**src/rtl/seq_mul16_pkg.sv**
```systemverilog
// seq_mul16_pkg
//   Shared constants and types for the sequential 16x16 shift-add multiplier.
//   - WIDTH  : operand width (only 16 is supported)
//   - ITERS  : number of add/shift steps per multiply
//   - CNT_W  : width of the step counter
//   - state_t: FSM encodings ST_IDLE / ST_RUN / ST_DONE
package seq_mul16_pkg;

  localparam int WIDTH = 16;
  localparam int ITERS = WIDTH;
  localparam int CNT_W = $clog2(ITERS);

  localparam logic [CNT_W-1:0] CNT_LAST = CNT_W'(ITERS - 1);

  typedef enum logic [1:0] {
    ST_IDLE = 2'd0,
    ST_RUN  = 2'd1,
    ST_DONE = 2'd2
  } state_t;

endpackage

```
**src/rtl/cla16.sv**
```systemverilog
// cla16
//   16-bit two-level carry-lookahead adder. It is built from four 4-bit
//   lookahead groups, and a second lookahead level across the group carries.
//   Ports:
//     a, b  : addends (16 bits)
//     cin   : carry in
//     sum   : a + b + cin, low 16 bits
//     cout  : carry out of bit 15
module cla16 (
  input  logic [15:0] a,
  input  logic [15:0] b,
  input  logic        cin,
  output logic [15:0] sum,
  output logic        cout
);

  logic [15:0] g;
  logic [15:0] p;
  logic [15:0] c;
  logic [3:0]  gg;
  logic [3:0]  gp;
  logic [4:0]  cg;

  assign g = a & b;
  assign p = a ^ b;

  // Group generate/propagate for each 4-bit slice.
  always_comb begin
    gg = '0;
    gp = '0;
    for (int k = 0; k < 4; k++) begin
      gg[k] = g[4*k+3]
            | (p[4*k+3] & g[4*k+2])
            | (p[4*k+3] & p[4*k+2] & g[4*k+1])
            | (p[4*k+3] & p[4*k+2] & p[4*k+1] & g[4*k]);
      gp[k] = p[4*k+3] & p[4*k+2] & p[4*k+1] & p[4*k];
    end
  end

  // Second level: every group carry is computed directly from cin.
  always_comb begin
    cg    = '0;
    cg[0] = cin;
    cg[1] = gg[0] | (gp[0] & cin);
    cg[2] = gg[1] | (gp[1] & gg[0]) | (gp[1] & gp[0] & cin);
    cg[3] = gg[2] | (gp[2] & gg[1]) | (gp[2] & gp[1] & gg[0])
          | (gp[2] & gp[1] & gp[0] & cin);
    cg[4] = gg[3] | (gp[3] & gg[2]) | (gp[3] & gp[2] & gg[1])
          | (gp[3] & gp[2] & gp[1] & gg[0])
          | (gp[3] & gp[2] & gp[1] & gp[0] & cin);
  end

  // Carries inside each group are formed by lookahead from the group carry-in.
  always_comb begin
    c = '0;
    for (int k = 0; k < 4; k++) begin
      c[4*k]   = cg[k];
      c[4*k+1] = g[4*k] | (p[4*k] & cg[k]);
      c[4*k+2] = g[4*k+1] | (p[4*k+1] & g[4*k])
               | (p[4*k+1] & p[4*k] & cg[k]);
      c[4*k+3] = g[4*k+2] | (p[4*k+2] & g[4*k+1])
               | (p[4*k+2] & p[4*k+1] & g[4*k])
               | (p[4*k+2] & p[4*k+1] & p[4*k] & cg[k]);
    end
  end

  assign sum  = p ^ c;
  assign cout = cg[4];

endmodule

```
**src/rtl/seq_mul16_shift_add_step.sv**
```systemverilog
// shift_add_step
//   Combinational step of the shift-add multiplier. When p0 is set, the
//   multiplicand is added to the upper half through the carry-lookahead
//   adder, with carry-in tied to 0. The 33-bit value {carry, hi, lo} is then
//   shifted right by one bit.
//   Ports:
//     hi      : upper half of the partial product P[31:16]
//     lo      : lower half of the partial product P[15:0]
//     m       : latched multiplicand
//     p0      : current P[0], selects add or pass-through
//     hi_next : next P[31:16]; bit 15 is the adder carry-out
//     lo_next : next P[15:0]
//     c_out   : carry of this step (0 when no add happened)
module shift_add_step
  import seq_mul16_pkg::*;
(
  input  logic [WIDTH-1:0] hi,
  input  logic [WIDTH-1:0] lo,
  input  logic [WIDTH-1:0] m,
  input  logic             p0,
  output logic [WIDTH-1:0] hi_next,
  output logic [WIDTH-1:0] lo_next,
  output logic             c_out
);

  logic [WIDTH-1:0] add_sum;
  logic             add_cout;
  logic [WIDTH-1:0] sel_hi;
  logic             sel_c;
  logic             unused_lo0;

  cla16 u_cla (
    .a    (hi),
    .b    (m),
    .cin  (1'b0),
    .sum  (add_sum),
    .cout (add_cout)
  );

  always_comb begin
    sel_hi = hi;
    sel_c  = 1'b0;
    if (p0) begin
      sel_hi = add_sum;
      sel_c  = add_cout;
    end
  end

  // The bit shifted out of lo has already been consumed as p0.
  assign unused_lo0 = lo[0];

  assign hi_next = {sel_c, sel_hi[WIDTH-1:1]};
  assign lo_next = {sel_hi[0], lo[WIDTH-1:1]};
  assign c_out   = sel_c;

endmodule

```
**src/rtl/seq_mul16.sv**
```systemverilog
// seq_mul16
//   Sequential unsigned 16x16 -> 32 shift-add multiplier. It performs one
//   conditional add-and-shift per clock through the 16-bit CLA adder.
//   Optional build macro: MUL_ZERO_BYPASS_EN. When it is defined, a start
//   with a zero operand completes in one cycle and never enters RUN.
//   Handshake: start is sampled only in IDLE or DONE; while RUN is active it
//   is ignored. busy is high in RUN. done is a one-cycle pulse in DONE, and
//   Product is valid from done until the next accepted operation completes.
//   Ports:
//     clk       : rising-edge clock
//     rst_n     : synchronous active-low reset
//     start     : operation request
//     A, B      : multiplicand / multiplier, latched on an accepted start
//     busy      : high while stepping (exactly ITERS cycles)
//     done      : result pulse
//     Product   : 32-bit result register
//     dbg_state : current FSM state, for observation
module seq_mul16
  import seq_mul16_pkg::*;
(
  input  logic               clk,
  input  logic               rst_n,
  input  logic               start,
  input  logic [WIDTH-1:0]   A,
  input  logic [WIDTH-1:0]   B,
  output logic               busy,
  output logic               done,
  output logic [2*WIDTH-1:0] Product,
  output state_t             dbg_state
);

  state_t             state_q, state_d;
  logic [WIDTH-1:0]   m_q;
  logic [2*WIDTH-1:0] p_q;
  logic [CNT_W-1:0]   cnt_q;
  logic               c_q;
  logic [2*WIDTH-1:0] product_q;

  logic               load;
  logic               step;
  logic               last_step;
  logic               zero_load;
  logic [WIDTH-1:0]   hi_next;
  logic [WIDTH-1:0]   lo_next;
  logic               c_next;

  shift_add_step u_step (
    .hi      (p_q[2*WIDTH-1:WIDTH]),
    .lo      (p_q[WIDTH-1:0]),
    .m       (m_q),
    .p0      (p_q[0]),
    .hi_next (hi_next),
    .lo_next (lo_next),
    .c_out   (c_next)
  );

  assign last_step = (cnt_q == CNT_LAST);

  // Next-state and control decode.
  always_comb begin
    state_d   = state_q;
    load      = 1'b0;
    step      = 1'b0;
    zero_load = 1'b0;
    case (state_q)
      ST_IDLE, ST_DONE: begin
        if (start) begin
          load    = 1'b1;
          state_d = ST_RUN;
`ifdef MUL_ZERO_BYPASS_EN
          if ((A == '0) || (B == '0)) begin
            zero_load = 1'b1;
            state_d   = ST_DONE;
          end
`endif
        end else begin
          state_d = ST_IDLE;
        end
      end
      ST_RUN: begin
        step = 1'b1;
        if (last_step) begin
          state_d = ST_DONE;
        end
      end
      default: begin
        state_d = ST_IDLE;
      end
    endcase
  end

  always_ff @(posedge clk) begin
    if (!rst_n) begin
      state_q   <= ST_IDLE;
      m_q       <= '0;
      p_q       <= '0;
      cnt_q     <= '0;
      c_q       <= 1'b0;
      product_q <= '0;
    end else begin
      state_q <= state_d;
      if (load) begin
        m_q   <= A;
        p_q   <= {{WIDTH{1'b0}}, B};
        cnt_q <= '0;
        c_q   <= 1'b0;
        // A zero operand gives the result immediately; it is published
        // together with the entry to DONE.
        if (zero_load) begin
          p_q       <= '0;
          product_q <= '0;
        end
      end else if (step) begin
        p_q   <= {hi_next, lo_next};
        c_q   <= c_next;
        cnt_q <= cnt_q + 1'b1;
        if (last_step) begin
          product_q <= {hi_next, lo_next};
        end
      end
    end
  end

  assign busy      = (state_q == ST_RUN);
  assign done      = (state_q == ST_DONE);
  assign Product   = product_q;
  assign dbg_state = state_q;

endmodule

```
**config.mk**
```make
export PLATFORM = sky130hd
export DESIGN_NAME = seq_mul16
export DESIGN_NICKNAME = d
export VERILOG_FILES = /design/src/rtl/seq_mul16_pkg.sv /design/src/rtl/cla16.sv /design/src/rtl/seq_mul16_shift_add_step.sv /design/src/rtl/seq_mul16.sv
export SDC_FILE = /design/constraint.sdc
export NUM_CORES = 1
export LEC_CHECK = 0
export ABC_CLOCK_PERIOD_IN_PS = 2420
export CAP_MARGIN = 20
export CORE_AREA = 2 2 89 91
export CTS_CLUSTER_SIZE = 40
export DETAILED_ROUTE_END_ITERATION = 12
export DIE_AREA = 0 0 91 93
export DONT_BUFFER_PORTS = 1
export PLACE_DENSITY = 0.68
export RECOVER_POWER = 50
export SKIP_CTS_REPAIR_TIMING = 1
export SLEW_MARGIN = 30
export SYNTH_ARGS = -nofsm -noshare
export SYNTH_HDL_FRONTEND = slang
export SYNTH_SLANG_ARGS = --single-unit
```
**constraint.sdc**
```tcl
create_clock -name clk -period 2.42 [get_ports clk]
set_input_delay 0.121 -clock clk [delete_from_list [all_inputs] [get_ports clk]]
set_output_delay 0.121 -clock clk [all_outputs]
set_load 0.02 [all_outputs]
```
==> impl_metrics.json <==
{
  "status": "complete, no violations",
  "wl_per_cell_um": 15.9,
  "setup_viol": 0,
  "fmax_ghz": 0.419,
  "postSynthCellCount": 468,
  "grt_pass1_wl_um": 15000,
  "synth-edff-count": 0,
  "met2WireLength_um": 4710,
  "min_from": "rst_n",
  "ys_seq_area_frac": 0.430,
  "grt-ovfl-total": 0,
  "postLayoutCoreUtil": 0.647,
  "dp.cells": 557,
  "synth_xor_area_frac": 0.0219,
  "clock_sinks": 86,
  "syn_to_final_growth_pct": 21.5,
  "met1_length_um": 4420,
  "worst_path_most_repeated_cell": "nand2_1",
  "fin_nets": 562,
  "drc": 0,
  "topRoutingLayerUsed": "met4",
  "grt_max_degree": 71,
  "worstSetupStartpointType": "flop",
  "path_buf_inv": 0,
  "slew_headroom": 0.579,
  "ys_ff_latch": 86,
  "ir_worst_vdd_uv": 359,
  "timing.final.crit_share": 0.986,
  "required_ps": 2710,
  "multi_input_area_um2": 2250,
  "stdcell_area_um2": 4870,
  "cp.arrival_ps": 2680,
  "initial_core_util": 0.532,
  "drv_cap": 0,
  "power_density_nw_per_um2": 606,
  "seqCellArea_um2": 1730,
  "finalHoldViolations": 0,
  "clk_path_buf_depth": 2,
  "synth-adder-area-share": 0.0731,
  "core.rowCount": 32,
  "dr.pass1.iters": 4,
  "drv_slew": 0,
  "async_flop_share": 0,
  "r2r.worst_path.cells": 10,
  "rrSetupSlack_ps": 30,
  "grt.total_usage": 0.220,
  "final_common_cell": "nand2_1",
  "syn_area_um2": 4010,
  "ant_nets": 0,
  "muxShareOfSynthArea": 0.0215,
  "worstReg2RegEnd": "p_q[28]",
  "path_max_fanout": 4,
  "critPathKind": "flop to flop",
  "path_delay_family": "compound AO/OA/AOI/OAI gates",
  "tightest_slew_ps": 629,
  "cp_cell_sequence": "ha_4 > and4_2 > a211o_1 > nand2_1 > o211ai_1 > fa_2 > xnor2_2 > a21oi_2 > nand2_1 > a21oi_1",
  "port_buffers": 0,
  "syn-num-nets": 524,
  "synth.distinct_cells": 48,
  "core_area_um2": 7530,
  "ios": 71,
  "p_leak_nw": 1.91,
  "drtIter0Drc": 217,
  "die-area_um2": 8460,
  "cts-root-buf": "clkbuf_8",
  "dr_wl_met3_um": 449,
  "antenna_found_initial": 0,
  "cp_slowest_cell": "fa_2",
  "ys.flop_type": "dfxtp_1",
  "reg2reg_from": "m_q[6]",
  "clk_latency_ps": 370,
  "drive_gt1_frac": 0.137,
  "gp_congestion": 0.826,
  "cp_num_cells": 10,
  "ys_warn_count": 0,
  "rsz0062_at_grt": "true",
  "cts_tree": "built",
  "die_x_um": 91,
  "synth_simple_gate_area_share": 0.191,
  "final_cells": 613,
  "grt_pass1_vias": 3157,
  "final_cell_mix": "101 x nand2_1, 80 x dfxtp_1, 51 x nor2_1",
  "min_to": "Product[31]",
  "dp_hpwl_um": 6090,
  "vias_per_cell": 5.58,
  "critPathCaptureType": "flop",
  "fillers": 669,
  "clk_pin_slew_ps": 110,
  "routed-via-count": 3419,
  "finClkSkew_ps": 15.9,
  "synth_top_family_by_area": "compound AO/OA/AOI/OAI gates",
  "antenna_cells": 0,
  "slowest_delay_ps": 430,
  "placed_area_um2": 4160,
  "syn_area_per_cell_um2": 8.56,
  "die_h_um": 93,
  "whs_path_depth": 4,
  "cts_htree_levels": 3,
  "hold_class": "input pin to flop",
  "numCtsBuffers": 9,
  "wirelength_um": 9740,
  "fin_crit_ps": 2390,
  "synth_compound_area_frac": 0.230
}
==> worst max path at each step <==
stage | startpoint | to | slack, ps
floorplan | m_q[1] | Product[28] | 1
CTS | m_q[1] | Product[28] | -130
detailed placement | m_q[1] | Product[28] | -110
global placement | m_q[5] | Product[28] | -50
global route | p_q[21] | p_q[28] | -100
finish | m_q[6] | p_q[28] | 30
==> stage by stage <==
step / total power, W / TNS [ps] / hold WS [ps] / worst slack [ps]
detailed placement: 0.00188 / -270 / 248 / -112
CTS: 0.00287 / -346 / -138 / -133
floorplan: 0.00180 / 0 / 266 / 1.06
global route: 0.00311 / -346 / 55.0 / -103
global placement: 0.00187 / -82.4 / 247 / -46.0
finish: 0.00295 / 0 / 17.9 / 33.8
==> synthesized netlist by cell type, types with 4 or more instances <==
master / number / area share
mux2i_1: 6 / 0.015
o211ai_1: 6 / 0.011
a211oi_1: 4 / 0.0075
nor2_1: 52 / 0.049
dfxtp_1: 86 / 0.43
ha_1: 17 / 0.053
o221ai_1: 15 / 0.033
fa_1: 4 / 0.020
nand2_1: 101 / 0.095
a31oi_1: 8 / 0.012
o21ai_0: 14 / 0.017
xnor2_1: 8 / 0.017
clkbuf_1: 32 / 0.030
a21boi_0: 36 / 0.067
a21oi_1: 18 / 0.022
o211a_1: 5 / 0.012
nand2b_1: 4 / 0.0062
==> kinds of logic (layout without fill, tap and decap cells) <==
logic type	after synthesis	count (layout)
adders and majority gates	21	21
buffers and inverters	35	78
and+or+nand+nor	182	182
AOI/OAI and AO/OA	126	126
xor gates and xnor gates	10	10
muxes	8	8
DFF	86	86
==> worst min-delay path: stages <==
cell,delay (ps)
nand3_1,50
nor2_1,80
a31oi_1,40
o21ai_0,50
==> cell type report <==
type	count	area share
flip-flops and latches	86	0.356
inverters	3	0.00231
repair buffers	59	0.113
multi-input cells	347	0.463
clock buffers	9	0.0254
clock inverters	7	0.0146
well taps	102	0.0262
==> power breakdown <==
| part | switching (W) | internal, W | total (W) |
|---|---|---|---|
| sequential | 0.0000506 | 0.00147 | 0.00152 |
| clock | 0.000591 | 0.000409 | 0.00100 |
| combinational | 0.000221 | 0.000206 | 0.000427 |
==> metal layers <==
metal / vias up / global-route usage
met4: 0 / 0.0795
li1: 1709 / -
met5: - / 0
met1: 1619 / 0.288
met3: 16 / 0.0524
met2: 75 / 0.358
==> state kept, by name (all words and copies together) (netlist names) <==
signal	count
dbg_state	2
cnt_q	4
Product	32
m_q	16
p_q	32
Power figures use the tool's default switching activity.
